**config.mk**
```make
export PLATFORM = sky130hd
export DESIGN_NAME = stage3_mem_arbiter
export DESIGN_NICKNAME = d
export VERILOG_FILES = /design/src/rtl/stage3_mem_arbiter.sv
export SDC_FILE = /design/constraint.sdc
export NUM_CORES = 1
export LEC_CHECK = 0
export BUFFER_PORTS_ARGS = -buffer_cell sky130_fd_sc_hd__buf_2
export CORE_MARGIN = 4
export CORE_UTILIZATION = 39
export CTS_BUF_LIST = sky130_fd_sc_hd__clkbuf_8
export CTS_CLUSTER_SIZE = 8
export DETAILED_ROUTE_END_ITERATION = 8
export HOLD_SLACK_MARGIN = 0.06
export PLACE_DENSITY = 0.88
export SLEW_MARGIN = 20
export SYNTH_ARGS = -nofsm -noshare
export SYNTH_HDL_FRONTEND = slang
export SYNTH_SLANG_ARGS = --single-unit
```
**constraint.sdc**
```tcl
create_clock -name CLK -period 1.7 [get_ports CLK]
set_input_delay 0.34 -clock CLK [delete_from_list [all_inputs] [get_ports CLK]]
set_output_delay 0.34 -clock CLK [all_outputs]
set_load 0.01 [all_outputs]
```
**src/rtl/stage3_mem_arbiter.sv**
```systemverilog
`default_nettype none
// ============================================================================
// Module   : stage3_mem_arbiter
// Brief    : Shares one generic memory bus between the fetch port (I) and the
//            memory-stage data port (D). The granted request is registered onto
//            the bus and held there until the bus completes it. Fetches that are
//            abandoned mid-flight, and D requests that are withdrawn, are drained
//            so that a stale response never reaches a requester.
// Revision : 1.0 - initial release
// ============================================================================
module stage3_mem_arbiter #(
    parameter int STARVE_LIMIT = 4,
    parameter int ADDR_W       = 32,
    parameter int DATA_W       = 32
) (
    input  logic                CLK,
    input  logic                nRST,
    // fetch port
    input  logic                i_ren,
    input  logic [ADDR_W-1:0]   i_addr,
    output logic [DATA_W-1:0]   i_rdata,
    output logic                i_busy,
    // data port
    input  logic                d_ren,
    input  logic                d_wen,
    input  logic [ADDR_W-1:0]   d_addr,
    input  logic [DATA_W-1:0]   d_wdata,
    input  logic [DATA_W/8-1:0] d_byte_en,
    output logic [DATA_W-1:0]   d_rdata,
    output logic                d_busy,
    // generic memory bus
    output logic                b_ren,
    output logic                b_wen,
    output logic [ADDR_W-1:0]   b_addr,
    output logic [DATA_W-1:0]   b_wdata,
    output logic [DATA_W/8-1:0] b_byte_en,
    input  logic [DATA_W-1:0]   b_rdata,
    input  logic                b_busy
);

    localparam int BE_W = DATA_W / 8;
    localparam int SW   = $clog2(STARVE_LIMIT + 1);

    localparam logic [SW-1:0] STARVE_MAX = SW'(STARVE_LIMIT);

    localparam logic [1:0] IDLE  = 2'd0;
    localparam logic [1:0] I_ACC = 2'd1;
    localparam logic [1:0] D_ACC = 2'd2;
    localparam logic [1:0] DRAIN = 2'd3;

    logic [1:0]    state;
    logic [SW-1:0] starve_cnt;

    logic d_req;
    logic grant_d;
    logic grant_i;
    logic i_abort;
    logic i_done;
    logic d_done;

    assign d_req = d_ren | d_wen;

    // D wins a tie unless it has already been granted STARVE_LIMIT times in a row
    // while I was waiting.
    assign grant_d = (state == IDLE) & d_req & (~i_ren | (starve_cnt < STARVE_MAX));
    assign grant_i = (state == IDLE) & i_ren & ~grant_d;

    // A fetch is abandoned when it is withdrawn or redirected to another address.
    assign i_abort = ~i_ren | (i_addr != b_addr);

    // Completion terms are masked during reset so busy simply mirrors the request.
    assign i_done = nRST & (state == I_ACC) & ~b_busy & (i_addr == b_addr);
    assign d_done = nRST & (state == D_ACC) & ~b_busy;

    assign i_busy  = i_ren & ~i_done;
    assign d_busy  = d_req & ~d_done;
    assign i_rdata = b_rdata;
    assign d_rdata = b_rdata;

    // Arbitration state, bus request registers and starvation counter.
    always_ff @(posedge CLK) begin
        if (!nRST) begin
            state      <= IDLE;
            starve_cnt <= '0;
            b_ren      <= 1'b0;
            b_wen      <= 1'b0;
            b_addr     <= '0;
            b_wdata    <= '0;
            b_byte_en  <= '0;
        end else begin
            case (state)
                IDLE: begin
                    if (grant_d) begin
                        state     <= D_ACC;
                        b_ren     <= d_ren;
                        b_wen     <= d_wen;
                        b_addr    <= d_addr;
                        b_wdata   <= d_wdata;
                        b_byte_en <= d_byte_en;
                        if (i_ren) begin
                            if (starve_cnt < STARVE_MAX) begin
                                starve_cnt <= starve_cnt + SW'(1);
                            end
                        end else begin
                            starve_cnt <= '0;
                        end
                    end else if (grant_i) begin
                        state      <= I_ACC;
                        b_ren      <= 1'b1;
                        b_wen      <= 1'b0;
                        b_addr     <= i_addr;
                        b_wdata    <= '0;
                        b_byte_en  <= {BE_W{1'b1}};
                        starve_cnt <= '0;
                    end
                end
                I_ACC: begin
                    // Completion takes priority over an abort seen in the same cycle.
                    if (!b_busy) begin
                        b_ren <= 1'b0;
                        state <= IDLE;
                    end else if (i_abort) begin
                        state <= DRAIN;
                    end
                end
                D_ACC: begin
                    if (!b_busy) begin
                        b_ren <= 1'b0;
                        b_wen <= 1'b0;
                        state <= IDLE;
                    end else if (!d_req) begin
                        state <= DRAIN;
                    end
                end
                DRAIN: begin
                    // Bus request stays held; the response is dropped on the floor.
                    if (!b_busy) begin
                        b_ren <= 1'b0;
                        b_wen <= 1'b0;
                        state <= IDLE;
                    end
                end
                default: begin
                    state <= IDLE;
                end
            endcase
        end
    end

endmodule
`default_nettype wire

```
### Word-level counts from Yosys, hierarchy flattened

Cells that the tools add are included.

| word-level totals | value |
|---|---|
| bits in latches | 0 |
| word-level logic and storage cells | 75 |
| memories | 0 |
| input bits | 138 |
| output and inout port bits | 136 |
| register bits | 75 |
| memory bits (read-only) | 0 |
| memory bits (writable) | 0 |

| cells by class | value |
|---|---|
| eq/ne operators | 12 |
| reduce and logical (&&, ||, !) cells | 10 |
| bitwise gates (word level) | 19 |
| div/mod/pow operators | 0 |
| muxes and demuxes | 25 |
| $lt $le $gt $ge | 1 |
| multipliers | 0 |
| add/subtract/negate cells | 1 |
| shifts and indexed selects | 0 |

Operator list:

| cell | count |
|---|---|
| 32-bit two-way mux | 4 |
| 32-bit equality test | 1 |
| 32-bit != test | 1 |
| 2-bit two-way mux | 7 |
| 3-bit two-way mux | 4 |
| 1-bit AND | 11 |
| 3-bit != test (second input constant) | 3 |
| 4-bit two-way mux | 2 |
| 2-bit one-hot mux with 4 select lines | 1 |
| 2-bit != test (second input constant) | 3 |
| 3-bit AND reduction | 2 |
| 1-bit two-way mux | 5 |
| 1-bit inverter | 5 |
| 2-bit equality test (second input constant) | 2 |
| 1-bit one-hot mux with 2 select lines | 2 |
| 2-bit AND reduction | 2 |
| 4-bit AND reduction | 1 |
| 2-bit nonzero test | 2 |
| 3-bit by 1-bit adder with 3-bit output (second input constant) | 1 |
| 3-bit less-than comparator (second input constant) | 1 |
| 3-bit by 2-bit != test with 1-bit output (second input constant) | 1 |
| 1-bit bitwise OR | 3 |
| 3-bit OR reduction | 1 |
| 2-bit by 1-bit equality test with 1-bit output (second input constant) | 1 |
| 2 further kinds | 2 |

### Logic depth before layout (Yosys ltp)

Gate-level depths: netlist (run 1).

| logic depth | value |
|---|---|
| depth after elaboration | 8 |
| mapped depth | 9 |
| mapped depth without buffers | 7 |

### Least setup slack after synthesis (run 1)

No wires, ideal clock.

| timing | value |
|---|---|
| path kind | register to output |
| from | reg b_addr[13] |
| to | out i_busy |
| required time | 1360 ps |
| stages on the path, launching flop included | 6 |
| setup slack | -250 ps |
| arrival | 1610 ps |
| buffers on the path | 0 |
| cells stage by stage | dfxtp_1 > xnor2_1 > nand4_1 > or4_1 > nor4_2 > a21boi_0 |

| on the way | value |
|---|---|
| word-level cells in the longest chain between the ends | 4 |

Ends and longest elaborated chain:

| element | RTL line | source |
|---|---|---|
| start, declared | 34 | `output logic [ADDR_W-1:0] b_addr,` |
| start signal, assigned | 97 | `b_addr <= d_addr;` |
| start signal, assigned | 111 | `b_addr <= i_addr;` |
| 32-bit equality test | 72 | `assign i_done = nRST & (state == I_ACC) & ~b_busy & (i_addr == b_addr);` |
| 1-bit AND | 72 |  |
| 1-bit inverter | 75 | `assign i_busy = i_ren & ~i_done;` |
| 1-bit AND | 75 |  |
| end, declared | 22 | `output logic i_busy,` |

No other way between the ends.

### Final worst setup path (run 1)

| timing | value |
|---|---|
| from | reg b_addr[20] |
| to | out i_busy |

Same word-level chain as after synthesis.

==> results of run 1 <==
-- tightest hold or removal path: cells and delay by family --
kind	cells	cell delay [ns]
AO/OA/AOI/OAI	1	0.05
buffers and inverters	1	0.08
AND/OR/NAND/NOR	1	0.09
-- cells by family (layout without fill, tap and decap cells) --
logic type | after synthesis | count (layout) | share of synthesized area
simple gates | 160 | 160 | 0.194
buf+inv | 98 | 252 | 0.154
compound gates | 87 | 87 | 0.184
flops | 75 | 75 | 0.374
xor+xnor | 32 | 32 | 0.0699
fa+ha+maj | 6 | 6 | 0.0187
mux | 2 | 2 | 0.00499
-- sequential cells by signal (all words and copies together), names as in the netlist --
name        cells
b_wdata        32
b_byte_en       4
state           2
b_addr         32
b_wen           1
b_ren           1
starve_cnt      3
-- per-layer routing --
metal	part of all wire	up-vias	track usage	wire [µm]
met1	0.36	1825	0.222	4930
met2	0.54	204	0.395	7480
li1	-	1825	-	-
met3	0.071	39	0.0558	981
met5	0	-	0	0
met4	0.027	0	0.0926	365
-- timing repair --
item / in CTS / in global routing
pin swaps: 7 / 8
cloned: 4 / 1
setup endpoints to repair: 45 / 26
buffers inserted: 5 / 4
resized for setup: 22 / 17
-- worst max path at each step --
| stage | cells past startpoint | startpoint | end |
|---|---|---|---|
| floorplan | 5 | i_addr[29] | i_busy |
| global placement | 7 | i_addr[15] | i_busy |
| detailed placement | 7 | i_addr[20] | i_busy |
| CTS | 6 | b_addr[21]$_SDFFE_PN0P_ | i_busy |
| global route | 6 | b_addr[20]$_SDFFE_PN0P_ | i_busy |
| finish | 6 | b_addr[20]$_SDFFE_PN0P_ | i_busy |
-- cells in the mapped netlist, types with 2 or more instances --
cell type | n | area [µm²]
buf_1 | 5 | 18.8
o221a_2 | 4 | 45.0
clkbuf_1 | 19 | 71.3
nand4_1 | 6 | 37.5
and2_1 | 3 | 18.8
o21ai_0 | 6 | 30.0
nand2_1 | 74 | 278
buf_4 | 64 | 480
inv_1 | 3 | 11.3
xnor2_1 | 21 | 184
a21boi_0 | 4 | 30.0
a22oi_1 | 32 | 240
a32oi_1 | 2 | 17.5
nand3_1 | 33 | 165
mux2i_1 | 2 | 20.0
nor2b_1 | 35 | 219
nor4_1 | 2 | 12.5
xor2_1 | 11 | 96.3
o211a_1 | 32 | 320
dfxtp_1 | 75 | 1500
buf_2 | 7 | 35.0
ha_1 | 6 | 75.1
-- through the flow --
step                setup slack (ns)  setup TNS (ns)  cell area (µm²)
detailed placement            -0.588           -2.79             4870
global route                  -0.764           -1.55             5480
finish                        -0.674           -1.10             5480
global placement              -0.522           -1.33             4870
floorplan                    -0.0173         -0.0173             4050
CTS                           -0.744           -1.33             5370
-- where the power goes --
part | switching [µW] | internal [µW] | total [µW]
sequential | 418 | 2370 | 2790
clock | 749 | 702 | 1450
combinational | 2310 | 2470 | 4780
-- layout make-up --
class,count,area [µm²],share of cell area
clock buffers,9,124,0.0226
clock inverters,7,81.3,0.0148
inverters,3,16.3,0.00297
multi-input cells,287,2060,0.375
flip-flops and latches,75,1520,0.278
well taps,133,166,0.0304
repair buffers,233,1510,0.276
==> reports/summary.md, run 1 <==
Timing
* count of final hold-check violations: 0
* final worst-path cycle share: 1.40
* tightest hold margin: 0.235 ns
* highest clock frequency the design can meet: 421 MHz
* worst clock skew: 0.00976 ns
* worst-case setup margin in the final layout: -0.674 ns
* RSZ-0062 raised after global routing: true
* Slew Viols, Final: 0
* Final min period: 2.37 ns
* worst relative slew slack: 0.753
* Final setup violation count: 4
* Tightest Pin Transition: 0.371 ns

Outcome
* violated checks: negative setup slack
* status: finished, violations left

Hold path
* HP Start: d_wdata[25]
* type of the most critical hold path: primary input to flip-flop
* endpoint with the worst hold slack: b_wdata[25]$_SDFFE_PN0P_
* number of stages on the worst hold path: 3

CTS
* H-tree Lvls: 3
* number of buffers added by the clock tree synthesis step: 9
* Post-CTS Hold Buffers: 0
* clock root cell: clkbuf_8
* sink count of the clock tree: 75
* TritonCTS clock tree: done
* post-CTS clock slew at the launch and capture registers of the worst setup and hold paths: 0.09 ns
* maximum buffer depth of the clock tree: 2
* source-to-sink clock delay at the later pin of the worst-skew pair: 0.36 ns

Final layout
* nets@finish: 753
* most frequent cells in the layout: buf_2 (177), nand2_1 (69), dfxtp_1 (60), buf_4 (41), nor2b_1 (35)
* area growth from synthesis to layout: 36.7%
* Final Non-Filler Cells: 747
* total inserted antenna cells: 0
* Filler Cell Count: 850
* share of cells above drive strength 1: 0.489
* fraction of the core area covered by cells at the end of the flow: 0.553
* commonest non-fill, non-tap cell in the layout: buf_2

Global route
* number of antenna violations at the first check in global routing: 0
* via count of the first global-routing pass: 3920
* global-route total usage across every layer: 0.212
* wire length of the first global-routing pass: 19700 µm
* pin count of the biggest net entering global routing: 44
* remaining global-route overflow: 0

Power and ir drop
* maximum VDD drop: 813 µV
* power per standard cell area: 1650 nW/µm²
* post-layout total power: 9020 µW
* leakage power summed over all cells: 0.00291 µW

Worst setup path
* WP data arrival: 2.03 ns
* required time at the endpoint of the critical path: 1.36 ns
* delay of the slowest cell on the worst path: 0.53 ns
* buffers and inverters on the worst path: 1
* path type of the worst setup path: flip-flop to output pin
* type of element launching the critical path: flip-flop
* Critical Path Sink Type: output pin
* list of cells traversed by the critical path: xnor2_2 > nand4_1 > or4_4 > nor4_4 > a21boi_1 > buf_2
* setup slack on the worst flop-to-flop path: -0.20 ns
* Slowest cell on crit path: or4_4
* start of the worst register-to-register path: b_addr[20]$_SDFFE_PN0P_
* Critical R2R Capture: state[1]$_SDFFE_PN0P_
* CP top delay family: simple AND/OR/NAND/NOR gates
* top fanout value on the critical path: 2
* reg2reg path depth: 6

Detailed routing
* mean routed wirelength per cell: 18.4 µm
* Avg Vias per Cell: 5.21
* number of iterations in the first detailed-routing pass: 4
* Post-Route WL: 13800 µm
* routed via count: 3893
* number of DRC violations after detailed routing: 0
* DR iter-0 viols: 299
* Post-DRT Antenna Nets: 0

Floorplanning
* ports placed on the boundary: 274
* floorplan die area: 12000 µm²
* Std-Cell Core Area: 9910 µm²
* width of the die: 109 µm
* row count: 36
* die height: 109 µm
* Initial Util: 0.405

Placement
* routability congestion estimate: 0.852
* PortBufs: 177
* placed insts: 717
* dpl hpwl: 9990 µm

Logic synthesis
* Gate Count Post-Synth: 460
* sequential element share of the synthesized area: 0.374
* synth warn: 0
* cell area after synthesis: 4010 µm²
* number of flops mapped to enable cells by yosys: 0
* mean instance size in the synthesized netlist: 8.72 µm²
* predominant post-synthesis flop cell: dfxtp_1
* share of flip-flops with an asynchronous set or reset after synthesis: 0
* Yosys cell types: 36
* post-synthesis net count: 604
* count of state elements after synthesis: 75

Job
* MaxCap Viol Count: 0

(Power assumes the default switching activity.)
==> inputs of run 2 (changes only) <==
--- a/config.mk
+++ b/config.mk
@@ -6,13 +6,16 @@
 export NUM_CORES = 1
 export LEC_CHECK = 0
 export BUFFER_PORTS_ARGS = -buffer_cell sky130_fd_sc_hd__buf_2
+export CAP_MARGIN = 10
+export CELL_PAD_IN_SITES_DETAIL_PLACEMENT = 1
+export CELL_PAD_IN_SITES_GLOBAL_PLACEMENT = 2
 export CORE_MARGIN = 4
-export CORE_UTILIZATION = 39
+export CORE_UTILIZATION = 20
 export CTS_BUF_LIST = sky130_fd_sc_hd__clkbuf_8
 export CTS_CLUSTER_SIZE = 8
 export DETAILED_ROUTE_END_ITERATION = 8
 export HOLD_SLACK_MARGIN = 0.06
-export PLACE_DENSITY = 0.88
+export PLACE_DENSITY = 0.87
 export SLEW_MARGIN = 20
 export SYNTH_ARGS = -nofsm -noshare
 export SYNTH_HDL_FRONTEND = slang
==> run 2 against run 1 <==
Net effect: the run still ends with negative setup slack left; count of clock-buffer cells in the layout increased by 2; total power up 13%; global-route usage is 8.3 points lower; via count decreased by 0.87%; final cell count is 19% higher; sequential cell count did not move; clock power grew 12%; combinational power increased by 21%; die area increased by 87%; maximum frequency fell by 1.2%; largest power group unchanged; highest routed layer unchanged.
==> reports/summary.md, run 2 (same netlist as run 1, synthesis figures left out) <==
Hold path
* type of the most critical hold path: primary input to flip-flop
* number of stages on the worst hold path: 3
* HP Start: d_wdata[28]
* endpoint with the worst hold slack: b_wdata[28]$_SDFFE_PN0P_

Power and ir drop
* power per standard cell area: 1610 nW/µm²
* leakage power summed over all cells: 0.00329 µW
* maximum VDD drop: 549 µV

Floorplanning
* Initial Util: 0.205
* row count: 51
* ports placed on the boundary: 274
* floorplan die area: 22400 µm²
* width of the die: 150 µm
* die height: 150 µm
* Std-Cell Core Area: 19600 µm²

Timing
* worst relative slew slack: 0.782
* count of final hold-check violations: 0
* Final min period: 2.40 ns
* Slew Viols, Final: 0
* Tightest Pin Transition: 0.323 ns
* RSZ-0062 raised after global routing: true
* Final setup violation count: 16
* final worst-path cycle share: 1.41
* total negative setup slack: -1.60 ns
* worst clock skew: 0.00413 ns
* worst-case setup margin in the final layout: -0.704 ns
* highest clock frequency the design can meet: 416 MHz
* tightest hold margin: 0.219 ns

CTS
* source-to-sink clock delay at the later pin of the worst-skew pair: 0.37 ns
* post-CTS clock slew at the launch and capture registers of the worst setup and hold paths: 0.08 ns
* number of buffers added by the clock tree synthesis step: 9
* H-tree Lvls: 3
* clock root cell: clkbuf_8
* TritonCTS clock tree: done
* maximum buffer depth of the clock tree: 2
* sink count of the clock tree: 75

Worst setup path
* required time at the endpoint of the critical path: 1.36 ns
* start of the worst register-to-register path: b_addr[30]$_SDFFE_PN0P_
* CP Launch Point: b_addr[30]$_SDFFE_PN0P_
* Critical R2R Capture: state[0]$_SDFFE_PN0P_
* path type of the worst setup path: flip-flop to output pin
* setup slack on the worst flop-to-flop path: -0.29 ns
* Critical Path Sink Type: output pin
* WP data arrival: 2.06 ns
* type of element launching the critical path: flip-flop
* reg2reg path depth: 8
* top fanout value on the critical path: 2

Final layout
* fraction of the core area covered by cells at the end of the flow: 0.323
* commonest non-fill, non-tap cell in the layout: buf_2
* area growth from synthesis to layout: 57.7%
* leading registers by flop count: b_addr x32, b_wdata x32, b_byte_en x4
* final non-filler cell area: 6320 µm²
* share of cells above drive strength 1: 0.616
* most frequent cells in the layout: buf_2 (177), dfxtp_1 (60), buf_4 (44), nand2_4 (39), nor2b_1 (35)
* nets@finish: 766
* Filler Cell Count: 2309
* total inserted antenna cells: 0

Global route
* wire length of the first global-routing pass: 22100 µm
* via count of the first global-routing pass: 4001
* pin count of the biggest net entering global routing: 51
* global-route total usage across every layer: 0.129
* remaining global-route overflow: 0
* number of antenna violations at the first check in global routing: 0

Detailed routing
* Post-DRT Antenna Nets: 0
* number of iterations in the first detailed-routing pass: 4
* DR iter-0 viols: 112
* Post-Route WL: 15900 µm
* Avg Vias per Cell: 4.33
* mean routed wirelength per cell: 17.8 µm
* number of DRC violations after detailed routing: 0
* routed via count: 3859

Outcome
* violated checks: negative setup slack
* status: finished, violations left

Placement
* dpl hpwl: 10200 µm
* placed instance area: 5090 µm²
* PortBufs: 177
* routability congestion estimate: 0.726
* worst-case setup slack after placement: -0.532 ns

Job
* MaxCap Viol Count: 0

run 2: cell count changes in the layout (fill, tap and decap cells not counted), moves of 4 or more:
cell,previous run,this run
nand3_1,29,2
nand3_2,4,31
a22oi_2,1,6
clkbuf_16,1,5
a22oi_1,31,26
nand2_4,0,39
nand2_2,5,12
nand2_1,69,22
run 2: worst max path at each step:
| stage | endpoint | depth (start not counted) |
|---|---|---|
| after floorplan | i_busy | 5 |
| final | i_busy | 7 |
| after CTS | i_busy | 8 |
| after detailed placement | i_busy | 8 |
| after global routing | i_busy | 7 |
| after global placement | i_busy | 8 |
run 2: power by group:
group / internal, µW / switching, µW
Clock: 900 / 730
Sequential: 2370 / 386
Combinational: 2880 / 2900
run 2: repair_timing:
action                     in CTS  in global routing
hold buffers                    0                  0
resized for setup              21                142
pin swaps                       3                 57
gates cloned                    5                  6
buffers inserted                5                  5
setup endpoints to repair      59                 37
run 2: per-stage QoR:
| step | instances | total power [µW] |
|---|---|---|
| 5_1_grt | 892 | 10900 |
| 3_5_place_dp | 856 | 7010 |
| 3_3_place_gp | 856 | 6930 |
| 4_1_cts | 882 | 9310 |
| 6_report | 892 | 10200 |
| 2_1_floorplan | 460 | 5060 |
run 2: worst max-delay path: stages, from the launching register on:
cell	delay, ns
dfxtp_2	0.33
xnor2_1	0.17
nand4_1	0.16
or4_4	0.55
nor4_4	0.13
buf_4	0.15
a21boi_1	0.05
buf_2	0.15
run 2: per-layer routing:
| layer | GRT usage | wire, µm | up-vias |
|---|---|---|---|
| li1 | - | - | 1849 |
| met1 | 0.155 | 6570 | 1867 |
| met2 | 0.221 | 8140 | 96 |
| met3 | 0.0306 | 709 | 47 |
| met4 | 0.0558 | 486 | 0 |
| met5 | 0 | 0 | - |
run 2: final cells by class:
class | instances | area [µm²] | area share
Multi-Input combinational cell | 287 | 2510 | 0.398
Timing Repair Buffer | 246 | 1710 | 0.271
Sequential cell | 75 | 1520 | 0.241
Tap cell | 265 | 332 | 0.0524
Clock buffer | 11 | 151 | 0.0239
Clock inverter | 5 | 76.3 | 0.0121
Inverter | 3 | 13.8 | 0.00218
